<file path="config.mk">
export PLATFORM = sky130hd
export DESIGN_NAME = code_loader
export DESIGN_NICKNAME = d
export VERILOG_FILES = /design/src/rtl/code_loader_pkg.sv /design/src/rtl/code_loader.sv
export SDC_FILE = /design/constraint.sdc
export NUM_CORES = 1
export LEC_CHECK = 0
export CAP_MARGIN = 40
export CORE_MARGIN = 2
export CORE_UTILIZATION = 30
export CTS_CLUSTER_SIZE = 30
export DETAILED_ROUTE_END_ITERATION = 12
export GPL_ROUTABILITY_DRIVEN = 0
export HOLD_SLACK_MARGIN = 0.12
export SETUP_SLACK_MARGIN = 0.3
export SLEW_MARGIN = 5
export SYNTH_ARGS = -nofsm -noshare
export SYNTH_HDL_FRONTEND = slang
export SYNTH_SLANG_ARGS = --single-unit
export TNS_END_PERCENT = 1
</file>
<file path="constraint.sdc">
create_clock -name clk -period 1.6 [get_ports clk]
set_input_delay 0.24 -clock clk [delete_from_list [all_inputs] [get_ports clk]]
set_output_delay 0.24 -clock clk [all_outputs]
set_load 0.01 [all_outputs]
</file>
<file path="src/rtl/code_loader_pkg.sv">
// Shared types and helpers for the code loader.
// Checksum support is selected by the CODE_LOADER_CHECKSUM_EN macro (undefined by default).
package code_loader_pkg;

  // Loader FSM states; CHK is only reachable when checksum support is built in.
  typedef enum logic [2:0] {
    ST_RUN   = 3'd0,
    ST_LEN   = 3'd1,
    ST_HI    = 3'd2,
    ST_LO    = 3'd3,
    ST_WRITE = 3'd4,
    ST_CHK   = 3'd5,
    ST_DONE  = 3'd6
  } state_e;

  // Remaining-word counter must hold 256, so it is one bit wider than a byte.
  localparam int unsigned CNT_W = 9;

  // A length byte of zero encodes a full 256-word load.
  function automatic logic [CNT_W-1:0] word_count(input logic [7:0] n);
    return (n == 8'h00) ? CNT_W'(256) : {1'b0, n};
  endfunction

endpackage

</file>
<file path="src/rtl/code_loader.sv">
// Byte-serial code loader: shares the code memory between CPU fetches (RUN)
// and a loader that writes big-endian 16-bit words from a byte stream.
// Define CODE_LOADER_CHECKSUM_EN to add a trailing modulo-256 checksum byte.
module code_loader
  import code_loader_pkg::*;
#(
  parameter logic [7:0] BASE_ADDR = 8'h00
) (
  input  logic        clk,
  input  logic        reset,
  input  logic        load_req,
  input  logic        in_valid,
  input  logic [7:0]  in_data,
  output logic        in_ready,
  input  logic [7:0]  cpu_addr,
  output logic [15:0] cpu_data,
  output logic [7:0]  mem_addr,
  output logic [15:0] mem_wdata,
  output logic        mem_we,
  input  logic [15:0] mem_rdata,
  output logic        cpu_hold,
  output logic        load_done,
  output logic        load_error
);

  state_e           state_q, state_d;
  logic [7:0]       addr_q, addr_d;
  logic [CNT_W-1:0] cnt_q, cnt_d;
  logic [15:0]      word_q, word_d;
`ifdef CODE_LOADER_CHECKSUM_EN
  logic [7:0]       csum_q, csum_d;
  logic             err_q, err_d;
  // After a checksum failure the CPU stays held in RUN until a new load_req.
  logic             lock_q, lock_d;
`endif

  assign mem_wdata = word_q;

`ifdef CODE_LOADER_CHECKSUM_EN
  assign load_error = err_q;
`else
  assign load_error = 1'b0;
`endif

  // Next-state and output decode.
  always_comb begin
    state_d   = state_q;
    addr_d    = addr_q;
    cnt_d     = cnt_q;
    word_d    = word_q;
`ifdef CODE_LOADER_CHECKSUM_EN
    csum_d    = csum_q;
    err_d     = err_q;
    lock_d    = lock_q;
`endif
    in_ready  = 1'b0;
    mem_we    = 1'b0;
    load_done = 1'b0;
    cpu_hold  = 1'b1;
    cpu_data  = '0;
    mem_addr  = addr_q;

    case (state_q)
      ST_RUN: begin
        mem_addr = cpu_addr;
        cpu_data = mem_rdata;
`ifdef CODE_LOADER_CHECKSUM_EN
        cpu_hold = lock_q;
`else
        cpu_hold = 1'b0;
`endif
        if (load_req) begin
          state_d = ST_LEN;
          addr_d  = BASE_ADDR;
`ifdef CODE_LOADER_CHECKSUM_EN
          csum_d  = '0;
          err_d   = 1'b0;
          lock_d  = 1'b0;
`endif
        end
      end

      ST_LEN: begin
        in_ready = 1'b1;
        if (in_valid) begin
          cnt_d   = word_count(in_data);
          state_d = ST_HI;
        end
      end

      ST_HI: begin
        in_ready = 1'b1;
        if (in_valid) begin
          word_d[15:8] = in_data;
`ifdef CODE_LOADER_CHECKSUM_EN
          csum_d       = csum_q + in_data;
`endif
          state_d      = ST_LO;
        end
      end

      ST_LO: begin
        in_ready = 1'b1;
        if (in_valid) begin
          word_d[7:0] = in_data;
`ifdef CODE_LOADER_CHECKSUM_EN
          csum_d      = csum_q + in_data;
`endif
          state_d     = ST_WRITE;
        end
      end

      ST_WRITE: begin
        mem_we = 1'b1;
        addr_d = addr_q + 8'd1;
        cnt_d  = cnt_q - CNT_W'(1);
        if (cnt_q != CNT_W'(1)) begin
          state_d = ST_HI;
        end else begin
`ifdef CODE_LOADER_CHECKSUM_EN
          state_d = ST_CHK;
`else
          state_d = ST_DONE;
`endif
        end
      end

`ifdef CODE_LOADER_CHECKSUM_EN
      ST_CHK: begin
        in_ready = 1'b1;
        if (in_valid) begin
          if (in_data == csum_q) begin
            state_d = ST_DONE;
          end else begin
            err_d   = 1'b1;
            lock_d  = 1'b1;
            state_d = ST_RUN;
          end
        end
      end
`endif

      ST_DONE: begin
        load_done = 1'b1;
        state_d   = ST_RUN;
      end

      default: state_d = ST_RUN;
    endcase
  end

  // State and datapath registers with synchronous reset.
  always_ff @(posedge clk) begin
    if (reset) begin
      state_q <= ST_RUN;
      addr_q  <= BASE_ADDR;
      cnt_q   <= '0;
      word_q  <= '0;
`ifdef CODE_LOADER_CHECKSUM_EN
      csum_q  <= '0;
      err_q   <= 1'b0;
      lock_q  <= 1'b0;
`endif
    end else begin
      state_q <= state_d;
      addr_q  <= addr_d;
      cnt_q   <= cnt_d;
      word_q  <= word_d;
`ifdef CODE_LOADER_CHECKSUM_EN
      csum_q  <= csum_d;
      err_q   <= err_d;
      lock_q  <= lock_d;
`endif
    end
  end

endmodule

</file>
=== After elaboration in Yosys (flattened, before gate mapping) ===
Cells that the tools add are included.

* Output and inout port bits: 45
* Input bits: 36
* Register bits after elaboration: 36

* $add $sub $neg: 2
* Eq/ne operators: 10
* Reduce and logical (&&, ||, !) cells: 10
* Multiplexer cells: 17

{| class="wikitable"
|+ Operators by type and width
! operator !! number
|-
| $mux W9 || 2
|-
| $pmux W9 S2 || 1
|-
| $mux W16 || 1
|-
| $mux W8 || 2
|-
| $pmux W8 S2 || 1
|-
| $mux W3 || 5
|-
| $pmux W3 S5 || 1
|-
| $ne A9 B1 Y1 const B || 1
|-
| $sub A9 B1 Y9 const B || 1
|-
| $add A8 B1 Y8 const B || 1
|-
| $logic_not A8 Y1 || 1
|-
| $ne A2 B2 Y1 const B || 4
|-
| $reduce_and A2 Y1 || 4
|-
| $eq A3 B2 Y1 const B || 2
|-
| $eq A3 B3 Y1 const B || 2
|-
| $mux W1 || 4
|-
| $reduce_and A4 Y1 || 1
|-
| $reduce_bool A2 Y1 || 2
|-
| $eq A3 B1 Y1 const B || 1
|-
| $logic_not A3 Y1 || 1
|-
| $reduce_or A3 Y1 || 1
|}

=== Logic depth before layout (Yosys ltp) ===
Gate-level depths: netlist of the first run.

* Depth after elaboration: 4
* Gate-level depth with buffers: 7
* Depth with buffers taken out: 5

=== Worst setup path before layout of the first run ===
No wires, ideal clock.

* Path type: register to output
* From: reg state_q[2]
* To: out mem_addr[4]
* Data arrival time: 1.502 ns
* Required time: 1.360 ns
* Cell stages (with the launch flop): 5
* Path slack: -0.142 ns
* Path through: dfxtp_1 > buf_1 > nor3_2 > clkbuf_1 > mux2_2

* Longest elaborated chain between the ends: 2

{| class="wikitable"
|+ RTL lines
! element !! line !! source
|-
| start: declaration || code_loader.sv:26 || <nowiki>state_e state_q, state_d;</nowiki>
|-
| start signal: assignment || code_loader.sv:165 || <nowiki>state_q <= state_d;</nowiki>
|-
| $logic_not A3 Y1 || code_loader.sv:63 || <nowiki>case (state_q)</nowiki>
|-
| $mux W8 || code_loader.sv:63 ||
|-
| end: declaration || code_loader.sv:17 || <nowiki>output logic [7:0] mem_addr,</nowiki>
|}

No other way between the ends.

=== Final worst setup path of the first run ===
Same ends and word-level chain as after synthesis.

==> results_dict.tcl, run 1 <==
set metrics [dict create \
    dr.pass1.iters 4 \
    layout.nets 377 \
    swShare_pct 28.6 \
    core_um2 6240 \
    ys_types 50 \
    drt-total-wl_um 6030 \
    vias_per_cell 4.95 \
    status "complete, but fails checks" \
    worstHoldPathType "reg -> reg" \
    grt_pass1_wl_um 10000 \
    drive_above_1_share_pct 32.7 \
    cp-end-kind "primary output" \
    final.setup.tns_ns -4.65 \
    startpoint "state_q[2]" \
    antenna_found_initial 0 \
    use_met3_pct 4.45 \
    synth_edf_count 0 \
    antenna_cells 0 \
    vdd_drop_max_uv 501 \
    busiest_layer "met2" \
    seqPwrFrac_pct 35.5 \
    io_pins 81 \
    setup_slack_ns -0.290 \
    use_met1_pct 21.7 \
    cts-root-buf "clkbuf_8" \
    critical_path_class "reg -> out" \
    fillers 597 \
    grt_usage_pct 17.5 \
    seq_area_um2 734 \
    rsz0062_at_grt "true" \
    hold_viol 0 \
    start_util_pct 30.6 \
    critPathArrivalTime_ns 1.65 \
    holdBufCountCts 0 \
    die_w_um 83.7 \
    max_freq_ghz 0.529 \
    synth_area_per_cell_um2 8.40 \
    syn_to_final_growth_pct 74.5 \
    tritoncts "built" \
    yosys_warnings 0 \
    timing.final.crit_share_pct 118 \
    first_global_vias 2043 \
    grt_max_degree 21 \
    cap_violations 0 \
    worstPathRequired_ns 1.36 \
    combPwrFrac_pct 40.1 \
    ant_nets 0 \
    vias 2061 \
    switchingPower_uw 776 \
    ys_ff_latch 36 \
    drt_iter0_drc 50 \
    ys_seq_area_share_pct 37.8 \
    htreeDepth 2 \
    die_height_um 83.7 \
    cp_max_fo 5 \
    pre_cts_ws_ns -0.161 \
    synthCells 227 \
    io_buffers 79 \
    min_period_ns 1.89 \
    overflow 0 \
    synth_area_um2 1910 \
    clock_sinks 36 \
    clk_latency_ns 0.29 \
    p_leak_uw 0.00142 \
    multi_input_area_um2 1220 \
    row_count 29 \
    clk_pin_slew_ns 0.07 \
    setup_viol 32 \
    met2_usage_pct 30.5 \
    async_reset_ff_share_pct 0 \
    r2r_start "state_q[0]" \
    p_clk_share_pct 24.4 \
    route.detailed.drc 0 \
    drv_slew 0 \
    cellPowerDensity_nw_per_um2 817 \
    syn-num-nets 266 \
    p_int_uw 1940 \
    numCtsBuffers 5 \
    dpl.hpwl_um 4220 \
    worstHoldStart "mem_wdata[4]" \
    synth_flop_cell "dfxtp_1" \
    worstSetupStartpointType "register" \
    die_area_um2 7010 \
    fin_skew_ns 0.00455 \
    avgRoutedWirePerCell_um 14.5 \
    violations "negative setup slack" \
    cts_max_path_buffers 2 \
]
==> synth_stat cells, types with 2 or more instances <==
| cell | count | area, um^2 |
|---|---|---|
| nand2_1 | 27 | 101 |
| dfxtp_1 | 36 | 721 |
| or3_1 | 2 | 12.5 |
| nor2_1 | 23 | 86.3 |
| a2bb2oi_1 | 3 | 26.3 |
| o211ai_1 | 3 | 22.5 |
| buf_2 | 2 | 10.0 |
| nor3_1 | 5 | 25.0 |
| inv_1 | 5 | 18.8 |
| a21oi_1 | 16 | 80.1 |
| clkbuf_1 | 9 | 33.8 |
| ha_1 | 3 | 37.5 |
| mux2_2 | 8 | 90.1 |
| a2111oi_0 | 2 | 17.5 |
| nor3b_1 | 2 | 15.0 |
| a211oi_1 | 2 | 15.0 |
| nor2b_1 | 3 | 18.8 |
| o21ai_0 | 3 | 15.0 |
| mux2i_1 | 10 | 100 |
| mux2_1 | 3 | 33.8 |
| and2_1 | 16 | 100 |
| and3_1 | 3 | 18.8 |
| xnor2_1 | 2 | 17.5 |
| nand4_1 | 4 | 25.0 |
| buf_1 | 2 | 7.51 |
| a31oi_1 | 4 | 25.0 |
| nand3_1 | 6 | 30.0 |
==> per-layer routing <==
metal / vias to the layer above / part of all wire [%] / routed length (um)
met5: - / 0 / 0
met4: 0 / 1.3 / 80
met3: 7 / 5.7 / 341
met2: 76 / 49 / 2960
met1: 952 / 44 / 2660
li1: 1026 / - / -
==> metrics by stage <==
stage | instance area (um^2) | std cells | utilization [%] | hold slack [ns] | total power, uW
6_report | 3330 | 416 | 53.3 | 0.452 | 2720
5_1_grt | 3330 | 416 | 53.3 | 0.477 | 2870
4_1_cts | 3230 | 415 | 51.8 | 0.456 | 2670
3_5_place_dp | 3010 | 401 | 48.3 | 0.449 | 1840
3_3_place_gp | 3010 | 401 | 48.3 | 0.447 | 1840
2_1_floorplan | 1930 | 227 | - | 0.376 | 1360
==> cell type report <==
type,instances,area share (%)
Clock buffer,8,2.71
Inverter,6,0.827
Timing Repair Buffer,119,34.9
Multi-Input combinational cell,170,36.6
Tap cell,77,2.90
Sequential cell,36,22.1
==> path summary, 6_finish.rpt <==
| path | to | slack, ns | cells past startpoint |
|---|---|---|---|
| worst min-delay path | mem_wdata[4] | 0.45 | 2 |
| worst max register to register | addr_q[5] | -0.07 | 7 |
| worst min register to register | mem_wdata[4] | 0.45 | 2 |
| worst max-delay path | mem_addr[4] | -0.29 | 6 |
==> power by group through the flow <==
| stage | clock network, uW | registers, uW | logic (uW) |
|---|---|---|---|
| floorplan | 0 | 989 | 369 |
| global placement | 0 | 983 | 853 |
| detailed placement | 0 | 984 | 856 |
| CTS | 690 | 964 | 1010 |
| global route | 731 | 970 | 1170 |
| finish | 664 | 964 | 1090 |
==> logic make-up (layout without fill, tap and decap cells) <==
| kind of cell | Yosys count | after routing | share of synthesized area (%) |
|---|---|---|---|
| AOI/OAI and AO/OA | 40 | 40 | 13.5 |
| xor gates and xnor gates | 2 | 2 | 0.919 |
| buffers and inverters | 21 | 133 | 4.92 |
| muxes | 21 | 21 | 11.7 |
| other | 1 | 1 | 0.197 |
| DFF | 36 | 36 | 37.8 |
| adders and majority gates | 3 | 3 | 1.97 |
| and+or+nand+nor | 103 | 103 | 28.9 |
==> worst max-delay path: stages (launching register included) <==
cell	delay, ns
dfxtp_4	0.37
nor3_4	0.21
buf_12	0.14
buf_6	0.10
buf_12	0.11
mux2_4	0.30
buf_6	0.12
==> sequential cells by signal (all words and copies together) (netlist names) <==
register,flops
addr_q,8
cnt_q,9
mem_wdata,16
state_q,3
==> cells in the final DEF, fill, tap and decap left out, types with 4 or more instances in the layout <==
| cell type | instances |
|---|---|
| a31oi_1 | 4 |
| clkdlybuf4s50_1 | 35 |
| dfxtp_1 | 31 |
| and2_4 | 6 |
| nand3_1 | 6 |
| dlygate4sd2_1 | 17 |
| buf_6 | 23 |
| and2_1 | 10 |
| buf_12 | 5 |
| mux2i_1 | 10 |
| nand2_1 | 26 |
| nor3_1 | 5 |
| a21oi_1 | 16 |
| nand4_1 | 4 |
| mux2_4 | 9 |
| nor2_1 | 21 |
| clkbuf_8 | 6 |
| buf_4 | 25 |
| buf_2 | 12 |
==> what timing repair did <==
item / CTS / global route
endpoints found under the hold margin: 0 / 0
setup endpoints to repair: 76 / 62
pin swaps: 21 / 13
buffers inserted: 4 / 1
gates cloned: 2 / 0
gates resized for setup: 168 / 19
Note: power is estimated with default switching activity, not from simulation.
==> inputs of run 2 (changes only) <==
--- a/config.mk
+++ b/config.mk
@@ -7,13 +7,15 @@
 export LEC_CHECK = 0
 export CAP_MARGIN = 40
 export CORE_MARGIN = 2
-export CORE_UTILIZATION = 30
+export CORE_UTILIZATION = 55
 export CTS_CLUSTER_SIZE = 30
 export DETAILED_ROUTE_END_ITERATION = 12
+export DONT_BUFFER_PORTS = 1
 export GPL_ROUTABILITY_DRIVEN = 0
 export HOLD_SLACK_MARGIN = 0.12
+export PLACE_DENSITY = 0.73
 export SETUP_SLACK_MARGIN = 0.3
-export SLEW_MARGIN = 5
+export SLEW_MARGIN = 20
 export SYNTH_ARGS = -nofsm -noshare
 export SYNTH_HDL_FRONTEND = slang
 export SYNTH_SLANG_ARGS = --single-unit
==> results_dict.tcl, run 2 (synthesis results as in run 1) <==
set metrics [dict create \
    setup_viol 27 \
    syn_to_final_growth_pct 33.9 \
    avgRoutedWirePerCell_um 18.1 \
    vdd_drop_max_uv 593 \
    setup_slack_ns -0.271 \
    ant_nets 0 \
    drt-total-wl_um 5470 \
    fin_skew_ns 0.00888 \
    die_area_um2 3950 \
    cellPowerDensity_nw_per_um2 865 \
    largest_reg_flops 16 \
    status "complete, but fails checks" \
    clk_latency_ns 0.35 \
    violations "negative setup slack" \
    min_period_ns 1.87 \
    tritoncts "built" \
    cp_max_fo 7 \
    die_w_um 62.9 \
    wl_met3_um 355 \
    wl_met2_um 2760 \
    io_buffers 0 \
    critPathArrivalTime_ns 1.63 \
    max_freq_ghz 0.534 \
    antenna_cells 0 \
    rsz0062_at_grt "true" \
    fin_cells 303 \
    die_height_um 62.9 \
    start_util_pct 57.1 \
    drv_slew 0 \
    p_leak_uw 0.000957 \
    vias 1849 \
    worstHoldPathType "in -> reg" \
    dr.pass1.iters 4 \
    cap_violations 0 \
    dp_cells 272 \
    hold_viol 0 \
    cts-root-buf "clkbuf_4" \
    drive_above_1_share_pct 32.7 \
    grt_max_degree 38 \
    met1_length_um 2110 \
    worstSetupStartpointType "register" \
    grt_pass1_wl_um 7450 \
    clock_sinks 36 \
    row_count 21 \
    fin_hold_ws_ns 0.122 \
    worstPathRequired_ns 1.36 \
    layout_commonest_cell "dfxtp_1" \
    vias_per_cell 6.10 \
    final_cell_mix "dfxtp_1, nand2_1, nor2_1" \
    highest_layer "met4" \
    overflow 0 \
    antenna_found_initial 0 \
    timing.final.crit_share_pct 117 \
    first_global_vias 1620 \
    route.detailed.drc 0 \
    grt_usage_pct 23.6 \
    htreeDepth 2 \
    cts_max_path_buffers 2 \
    dpl.hpwl_um 3270 \
    layout.nets 296 \
    clk_pin_slew_ns 0.11 \
    cp-end-kind "primary output" \
    numCtsBuffers 5 \
    drt_iter0_drc 164 \
    core_um2 3340 \
    io_pins 81 \
    critical_path_class "reg -> out" \
]
==> run 2: area by class of cell <==
type / count / area [um^2]
clock buffers: 6 / 41.3
clock inverters: 1 / 5.00
fillers: 229 / 785
inverters: 6 / 30.0
multi-input cells: 170 / 1280
flip-flops and latches: 36 / 731
well taps: 46 / 57.6
repair buffers: 38 / 409
==> run 2: power breakdown <==
group	leakage [uW]	total, uW	switching [uW]	internal [uW]
Clock	0.0000281	461	300	162
Combinational	0.000635	776	361	415
Sequential	0.000294	971	39.7	931
Total	0.000957	2210	700	1510
==> run 2: path summary, 6_finish.rpt <==
| check | from | cells after the start | slack (ns) | endpoint |
|---|---|---|---|---|
| hold / removal | in_data[0] | 3 | 0.12 | cnt_q[8] |
| setup reg to reg | state_q[1] | 5 | -0.06 | cnt_q[7] |
| hold reg to reg | mem_wdata[6] | 2 | 0.52 | mem_wdata[6] |
| setup / recovery | state_q[0] | 5 | -0.27 | mem_addr[5] |
==> run 2: per-layer routing <==
layer	track usage, %	vias up
met5	0	-
met4	10.6	0
met3	8.47	23
met2	38.2	94
met1	28.1	867
li1	-	865
==> run 2: worst max-delay path: stages (launching register included) <==
cell	delay [ns]
dfxtp_2	0.35
buf_8	0.14
nor3_4	0.19
buf_4	0.16
clkbuf_16	0.13
mux2_4	0.31
==> run 2: per-stage QoR <==
| step | util (%) | TNS, ns | power [uW] | setup WS, ns | area, um^2 |
|---|---|---|---|---|---|
| 2_1_floorplan | - | -0.0118 | 1360 | -0.00614 | 1930 |
| 6_report | 76.5 | -5.55 | 2210 | -0.271 | 2550 |
| 3_5_place_dp | 60.8 | -0.0109 | 1440 | -0.0109 | 2030 |
| 3_3_place_gp | 60.8 | 0 | 1430 | 0.0683 | 2030 |
| 4_1_cts | 67.0 | -2.37 | 1940 | -0.225 | 2230 |
| 5_1_grt | 76.5 | -6.83 | 2300 | -0.290 | 2550 |
==> run 2: what timing repair did <==
action | in CTS | in global routing
endpoints found under the setup margin | 51 | 62
resized for setup | 12 | 48
setup buffers | 0 | 9
gates cloned | 0 | 2
hold buffers | 11 | 2
endpoints found under the hold margin | 36 | 1
pin swaps | 0 | 30
